$ cat config.mk
export PLATFORM = sky130hd
export DESIGN_NAME = rvpipe_skid
export DESIGN_NICKNAME = d
export VERILOG_FILES = /design/src/rtl/rvpipe_skid.sv
export SDC_FILE = /design/constraint.sdc
export NUM_CORES = 1
export LEC_CHECK = 0
export CAP_MARGIN = 20
export CORE_AREA = 2 2 86 88
export CTS_BUF_LIST = sky130_fd_sc_hd__clkbuf_16
export DETAILED_ROUTE_END_ITERATION = 8
export DIE_AREA = 0 0 88 90
export GPL_ROUTABILITY_DRIVEN = 0
export PLACE_DENSITY = 0.74
export REMOVE_ABC_BUFFERS = 1
export SETUP_SLACK_MARGIN = 0.05
export SLEW_MARGIN = 40
export SYNTH_ARGS = -nofsm -noshare
export SYNTH_HDL_FRONTEND = slang
export SYNTH_SLANG_ARGS = --single-unit
export TNS_END_PERCENT = 5
$ cat constraint.sdc
create_clock -name clk -period 2.3 [get_ports clk]
set_input_delay 0.23 -clock clk [delete_from_list [all_inputs] [get_ports clk]]
set_output_delay 0.23 -clock clk [all_outputs]
set_load 0.03 [all_outputs]
$ cat src/rtl/rvpipe_skid.sv
// DEPTH-stage valid/ready pipeline of skid-buffered register slices with a synchronous
// flush and an occupancy count. Every ready is registered, so it can retime long paths.
module rvpipe_skid #(
  parameter int               WIDTH   = 17,
  parameter int               DEPTH   = 2,
  parameter logic [WIDTH-1:0] RST_VAL = '0
) (
  input  logic                           clk,
  input  logic                           rst_l,
  input  logic                           flush,
  input  logic                           din_valid,
  input  logic [WIDTH-1:0]               din,
  output logic                           din_ready,
  output logic                           dout_valid,
  output logic [WIDTH-1:0]               dout,
  input  logic                           dout_ready,
  output logic [$clog2(2*DEPTH+1)-1:0]   count
);

  localparam int CW = $clog2(2*DEPTH+1);

  logic [DEPTH-1:0] main_v;
  logic [DEPTH-1:0] skid_v;
  logic [WIDTH-1:0] main_d [DEPTH];
  logic [DEPTH-1:0] in_valid;
  logic [DEPTH-1:0] out_ready;
  logic [WIDTH-1:0] in_d   [DEPTH];

  for (genvar gi = 0; gi < DEPTH; gi++) begin : g_slice
    logic             main_v_q, main_v_d;
    logic             skid_v_q, skid_v_d;
    logic [WIDTH-1:0] main_d_q, main_d_d;
    logic [WIDTH-1:0] skid_d_q, skid_d_d;
    logic             accept;
    logic             take;

    // Slice i sees slice i-1's main register as its upstream and slice i+1's skid as backpressure.
    if (gi == 0) begin : g_head
      assign in_valid[gi] = din_valid;
      assign in_d[gi]     = din;
    end else begin : g_link
      assign in_valid[gi] = main_v[gi-1];
      assign in_d[gi]     = main_d[gi-1];
    end

    if (gi == DEPTH-1) begin : g_tail
      assign out_ready[gi] = dout_ready;
    end else begin : g_chain
      assign out_ready[gi] = ~skid_v[gi+1];
    end

    assign accept = in_valid[gi] & ~skid_v_q;
    assign take   = main_v_q & out_ready[gi];

    always_comb begin
      main_v_d = main_v_q;
      skid_v_d = skid_v_q;
      main_d_d = main_d_q;
      skid_d_d = skid_d_q;
      if (flush) begin
        main_v_d = 1'b0;
        skid_v_d = 1'b0;
      end else if (!main_v_q || take) begin
        if (skid_v_q) begin
          main_v_d = 1'b1;
          main_d_d = skid_d_q;
          skid_v_d = 1'b0;
        end else begin
          main_v_d = accept;
          if (accept) main_d_d = in_d[gi];
        end
      end else if (accept) begin
        skid_v_d = 1'b1;
        skid_d_d = in_d[gi];
      end
    end

    always_ff @(posedge clk or negedge rst_l) begin
      if (!rst_l) begin
        main_v_q <= 1'b0;
        skid_v_q <= 1'b0;
        main_d_q <= RST_VAL;
        skid_d_q <= RST_VAL;
      end else begin
        main_v_q <= main_v_d;
        skid_v_q <= skid_v_d;
        main_d_q <= main_d_d;
        skid_d_q <= skid_d_d;
      end
    end

    assign main_v[gi] = main_v_q;
    assign skid_v[gi] = skid_v_q;
    assign main_d[gi] = main_d_q;
  end

  assign din_ready  = ~skid_v[0];
  assign dout_valid = main_v[DEPTH-1];
  assign dout       = main_d[DEPTH-1];

  logic          beat_in;
  logic          beat_out;
  logic [CW-1:0] count_q, count_d;

  assign beat_in  = din_valid & din_ready;
  assign beat_out = dout_valid & dout_ready;

  always_comb begin
    count_d = count_q;
    if (flush) begin
      count_d = '0;
    end else begin
      case ({beat_in, beat_out})
        2'b10:   count_d = count_q + CW'(1);
        2'b01:   count_d = count_q - CW'(1);
        default: count_d = count_q;
      endcase
    end
  end

  always_ff @(posedge clk or negedge rst_l) begin
    if (!rst_l) count_q <= '0;
    else        count_q <= count_d;
  end

  assign count = count_q;

endmodule
==> results of run 1 <==
==> worst max-delay path by stage <==
| stage | from | cells after the start | to |
|---|---|---|---|
| 2_1_floorplan | g_slice[0].skid_v_q | 5 | count[2] |
| 3_3_place_gp | din_valid | 6 | count[2] |
| 3_5_place_dp | din_valid | 6 | count[2] |
| 4_1_cts | g_slice[0].skid_v_q | 3 | din_ready |
| 5_1_grt | dout_valid | 5 | count[2] |
| 6_report | g_slice[0].skid_v_q | 3 | din_ready |
==> worst max-delay path, cell delays in order, from the launching register on <==
cell             delay, ns
dfrtp_1               0.37
buf_4                 0.23
inv_1                 0.08
clkdlybuf4s50_1       0.66
==> logic make-up after synthesis <==
group                      Yosys count
AOI/OAI and AO/OA                    6
xor gates and xnor gates             1
adders and majority gates            1
buffers and inverters               12
DFF                                 75
muxes                              105
and+or+nand+nor                     22
==> cells in the mapped netlist <==
cell type  count  area share [%]
a21boi_0       1            0.22
nor2_4         1            0.33
nand2b_4       1            0.41
nor4b_1        1            0.26
inv_1          2            0.22
nand2b_1       1            0.19
nor3_1         1            0.15
nor4b_4        1            0.71
buf_2          2            0.30
o211a_1        1            0.30
o2111ai_1      1            0.26
nor2_1         6            0.67
nor2b_1        2            0.37
buf_4          4            0.89
nor4bb_1       1            0.30
or4b_2         1            0.30
dfrtp_1       75              56
a211oi_4       1            0.59
buf_6          2            0.67
nand3_1        1            0.15
mux2_2       103              34
nand3b_1       1            0.22
nand2_1        4            0.45
a21oi_1        2            0.30
fa_1           1            0.59
mux2i_1        2            0.59
xnor2_1        1            0.26
buf_1          2            0.22
==> cell type report <==
cell class                      instances  area (sq um)  area share, %
Clock inverter                          7          83.8           1.97
Sequential cell                        75          1880           44.0
Multi-Input combinational cell        135          1420           33.2
Timing Repair Buffer                   56           532           12.5
Inverter                                2          7.51          0.176
Clock buffer                            9           225           5.28
Tap cell                               99           124           2.90
==> state kept, by name, summed over array words and instances, names as in the netlist <==
name,cells
g_slice.main_d_q,17
g_slice.skid_v_q,2
dout,17
g_slice.skid_d_q,34
g_slice.main_v_q,1
count,3
dout_valid,1
==> power groups by stage <==
stage                     Sequential [uW]  Clock, uW  Combinational (uW)
after global routing                 1680       1540                 851
after global placement               1670          0                 793
after CTS                            1660       1480                 812
final                                1650       1450                 801
after floorplan                      1850          0                 277
after detailed placement             1680          0                 807
==> through the flow <==
| step | cell area (sq um) | worst slack, ns | hold WS (ns) |
|---|---|---|---|
| finish | 4270 | 0.397 | 0.485 |
| global route | 4270 | 0.329 | 0.519 |
| CTS | 4270 | 0.381 | 0.505 |
| detailed placement | 3950 | 0.120 | 0.304 |
| global placement | 3940 | 0.150 | 0.437 |
| floorplan | 3300 | 0.245 | -0.0656 |
==> cells in the final DEF (no fill, tap or decap), types with 2 or more instances in the layout <==
cell type        count
mux2_2             103
nor2b_1              2
clkbuf_16            9
clkinv_1             2
nand2_1              4
inv_1                3
bufinv_16            2
clkdlybuf4s50_1     42
buf_4               12
nor2_1               6
a21oi_1              2
dfrtp_1             75
mux2i_1              2
==> routing by layer <==
metal / vias up / part of all wire (%) / wire, microns / GRT usage [%]
met3: 11 / 3.7 / 217 / 3.58
met5: - / 0 / 0 / 0
met2: 35 / 47 / 2780 / 24.6
li1: 913 / - / - / -
met1: 994 / 47 / 2800 / 23.3
met4: 0 / 2.4 / 140 / 9.23
==> metrics, run 1 <==
crit path launch type flop; xor/xnor share of the synthesized area less than 1%; die width 88 microns; Detailed Routing Iterations Pass 1 4; worst-case register-to-register setup slack between 0.4 and 0.5 ns; total chip power slightly below 4000 uW; cts bufs inserted 9; sw frac between 20% and 30%; actual slew at the worst max-slew pin 0.664 ns; combinational share of power between 20% and 30%; setup repair bufs after CTS 0; Max Slew Vio Count 0; critical path data required time 2.07 ns; # IOs 44; cell area after technology mapping 3370 sq um; maximum root-to-sink buffer count 2; Resized Gates After CTS 0; Synth Register Bits 75; unrepaired setup endpoints after global routing false; CTS root buffer clkbuf_16; peak fanout along the critical path 22; final core utilization 60.8%; first-pass GRT wire length around 10000 microns; vias in the first global route 2025; HPWL Detailed 3860 microns; synthesis-to-layout area growth 26.5%; DRC errors left 0; total via count in the routed design 1953; clock slew seen by the registers of the worst setup and hold paths 0.06 ns; routed wire length per instance approximately 15 microns; Crit Path Class flop to output pin; count of final setup violators 0; antenna diode count 0; placeable core area 7020 sq um; sequential area share after synthesis 55.7%; YS warnings 0; achievable frequency 525 MHz; Clock Latency Late Sink approximately 0.33 ns; power density normalized to cell area between 900 and 1000 nW/um^2; result of the run complete, no violations; placement row count 31; gate count after technology mapping 222; simple-gate share of the synthesized area 4.49%; worst hold path type input port to asynchronous set/reset pin; cell count of the worst reg-to-reg path 5; CTS tree yes; number of vias per cell 5.10; count of filler cells inserted in the layout 549; maximum number of pins on one net before global-route repair 76; main combinational cell family by area after synthesis multiplexers; R2R Path End count[2]; startpoint of the worst-slack reg-to-reg timing path dout_valid; total of max-cap violations 0; leakage power figure 0.00187 uW; highest ir drop seen on vdd roughly 0.00053 V; deepest level of the CTS H-tree 3; internal power summed over all cells ~2900 uW; total detailed-routing wirelength 5930 microns; Net count, final 302; Setup TNS Final 0 ns; fraction of the mapped netlist area in adder cells less than 1%; number of buffers added on ports 43; share of power burned in registers approximately 42%; count of distinct cell types in the synthesized netlist 28; synthesized-area fraction occupied by ao, oa, aoi and oai cells 1.67%; CTS hold repair buffers 1; Period minus WS final 1.90 ns; mux cell area share after synthesis 35.0%; initial antenna violation count 0; GRT Util Overall 16.8%; iteration-0 DRC count of the detailed router 83; clock network fraction of design power between 30% and 40%; headroom to the max-slew limit 55.7%; initial core utilization between 40% and 50%; Final Hold Violating Endpoints 0; Clock Skew 0.00460 ns; number of sinks on the clock net 75; total congestion overflow after global routing 0; capturing element type of the critical path output pin; reported net switching power 1010 uW; WP data arrival 1.67 ns; share of final-layout standard cells stronger than drive strength 1 between 40% and 50%; final instance count without filler cells 383; area enclosed by the die boundary 7920 sq um; post-route ant nets 0; share of the clock period used by the worst path after layout 82.8%; average instance area after synthesis about 15 sq um; vertical die dimension approximately 90 microns; Inst Count DP about 370
Note: power is estimated with default switching activity, not from simulation.
==> inputs of run 2 (changes only) <==
==> constraint.sdc (replaced) <==
create_clock -name clk -period 1.8 [get_ports clk]
set_input_delay 0.18 -clock clk [delete_from_list [all_inputs] [get_ports clk]]
set_output_delay 0.18 -clock clk [all_outputs]
set_load 0.03 [all_outputs]
==> metrics, run 2 (synthesized netlist as in run 1, its figures left out) <==
result of the run complete, no violations; antenna diode count 0 (unchanged); kind of cell with the highest combined delay on the critical path simple AND/OR/NAND/NOR gates; Net count, final 311 (+3.0%); Clock Latency Late Sink 0.33 ns (about the same); headroom to the max-slew limit 65.0% (+9.3 points); deepest level of the CTS H-tree 3 (unchanged); worst hold path type input port to asynchronous set/reset pin; post-route ant nets 0 (unchanged); critical path cell sequence nor2b_1, nor2_1, fa_2, or4b_4, nand3_2; critical path's slowest cell or4b_4; placeable core area 7020 sq um (unchanged); initial antenna violation count 0 (unchanged); WP data arrival 1.96 ns (+0.29 ns); share of final-layout standard cells stronger than drive strength 1 50.2% (+3.0 points); CTS root buffer clkbuf_16; vertical die dimension 90 microns (unchanged); Worst setup startpoint g_slice[0].skid_v_q; capturing element type of the critical path flop; GRT Util Overall 17.2% (+0.40 points); routed wire length per instance 15.6 microns (+0.50%); DRC errors left 0 (unchanged); slowest stage delay, CP 0.54 ns (-0.12 ns); placed instance area 4050 sq um (+2.6%); Clock Skew 0.00483 ns (+0.000227 ns); area enclosed by the die boundary 7920 sq um (unchanged); crit path launch type flop; peak fanout along the critical path 2 (-91%); placement row count 31 (unchanged); leakage power figure 0.00195 uW (+4.4%); total of max-cap violations 0 (unchanged); Setup TNS Final 0 ns (unchanged); maximum root-to-sink buffer count 2 (unchanged); maximum number of pins on one net before global-route repair 41 (-46%); setup repair bufs after CTS 0 (unchanged); Crit Path Class flop to flop; achievable frequency 592 MHz; total chip power 5340 uW (+37%); HPWL Detailed 4070 microns (+5.4%); CTS tree yes; count of buffering cells on the critical path with inverters included 0 (-3); Period minus WS final 1.69 ns; vias in the first global route 2115 (+4.4%); register ranked first by flip-flop count g_slice.skid_d_q; initial core utilization 48.0% (unchanged); iteration-0 DRC count of the detailed router 65 (-22%); unrepaired setup endpoints after global routing true; number of vias per cell 5.11 (+0.21%); share of the clock period used by the worst path after layout 93.8%; # IOs 44 (unchanged); synthesis-to-layout area growth 31.9%; fin area 4450 sq um (+4.2%); number of buffers added on ports 43 (unchanged); first-pass GRT wire length 10400 microns (+3.5%); power density normalized to cell area 1200 nW/um^2 (+31%); number of sinks on the clock net 75 (unchanged); clock slew seen by the registers of the worst setup and hold paths 0.06 ns (about the same); critical path data required time 2.07 ns (about the same); Max Slew Vio Count 0 (unchanged); Final Hold Violating Endpoints 0 (unchanged); startpoint of the worst-slack reg-to-reg timing path g_slice[0].skid_v_q; highest ir drop seen on vdd 0.000681 V (+28%); cts bufs inserted 9 (unchanged); total congestion overflow after global routing 0 (unchanged); actual slew at the worst max-slew pin 0.525 ns (-0.139 ns); total detailed-routing wirelength 6100 microns (+2.9%); count of filler cells inserted in the layout 548 (-0.18%); die width 88 microns (unchanged); Largest register FFs 34 (unchanged); total via count in the routed design 2003 (+2.6%); Detailed Routing Iterations Pass 1 4 (unchanged); most common library cell in the layout ignoring fill and taps mux2_2; highest-count cells in the layout ignoring fill and taps mux2_2 (103), dfrtp_1 (75), clkdlybuf4s50_1 (41); count of final setup violators 0 (unchanged)
==> run 2: path summary, 6_finish.rpt <==
check / slack (ns) / cells after the start / end
worst min-delay path: 0.36 / 2 / dout[6]
max in group asynchronous: 0.87 / 3 / g_slice[0].skid_d_q[13]
worst max register to register: 0.11 / 5 / count[2]
worst max-delay path: 0.11 / 5 / count[2]
min in group clk: 0.48 / 2 / g_slice[0].skid_d_q[4]
worst min register to register: 0.50 / 1 / g_slice[0].skid_d_q[10]
==> run 2: area by class of cell <==
type                       instances  area (sq um)  share of cell area [%]
clock buffer                       9           225                    5.07
sequential                        75          1880                    42.2
clock inverter                     7           140                    3.15
tap                               99           124                    2.79
inverter                           2          7.51                   0.169
timing repair buffer              65           644                    14.5
multi-input combinational        135          1430                    32.1
==> run 2: repair_timing <==
item,in CTS,in global routing
hold endpoints to repair,39,0
resized for setup,5,2
endpoints found under the setup margin,19,17
pin swaps,0,0
hold buffers,1,0
==> run 2: metrics by stage <==
stage | cells | setup slack (ns) | utilization (%) | hold slack [ns]
floorplan | 212 | -0.255 | - | -0.116
CTS | 392 | 0.0552 | 63.2 | 0.375
global route | 392 | 0.0391 | 63.3 | 0.415
global placement | 375 | -0.279 | 57.7 | 0.194
detailed placement | 375 | -0.294 | 57.7 | 0.198
finish | 392 | 0.111 | 63.3 | 0.364
==> run 2: power by group <==
group	switching [uW]	total, uW	internal [uW]
Combinational	491	1050	560
Sequential	153	2110	1960
Clock	689	2180	1490
Total	1330	5340	4010
==> run 2: routing by layer <==
| metal | vias to the layer above | GRT usage (%) | share of wire, % |
|---|---|---|---|
| met5 | - | 0 | 0 |
| met4 | 0 | 7.31 | 2.0 |
| met3 | 11 | 4.59 | 3.6 |
| met2 | 35 | 25.4 | 47 |
| met1 | 1023 | 24.0 | 47 |
| li1 | 934 | - | - |
==> inputs of run 3 (changes only) <==
--- a/config.mk
+++ b/config.mk
@@ -5,6 +5,7 @@
 export SDC_FILE = /design/constraint.sdc
 export NUM_CORES = 1
 export LEC_CHECK = 0
+export ABC_AREA = 0
 export CAP_MARGIN = 20
 export CORE_AREA = 2 2 86 88
 export CTS_BUF_LIST = sky130_fd_sc_hd__clkbuf_16
@@ -14,7 +15,7 @@
 export PLACE_DENSITY = 0.74
 export REMOVE_ABC_BUFFERS = 1
 export SETUP_SLACK_MARGIN = 0.05
-export SLEW_MARGIN = 40
+export SLEW_MARGIN = 10
 export SYNTH_ARGS = -nofsm -noshare
 export SYNTH_HDL_FRONTEND = slang
 export SYNTH_SLANG_ARGS = --single-unit
==> results of run 3 <==
The final DEF is identical to that of run 2; final timing and power are the same.
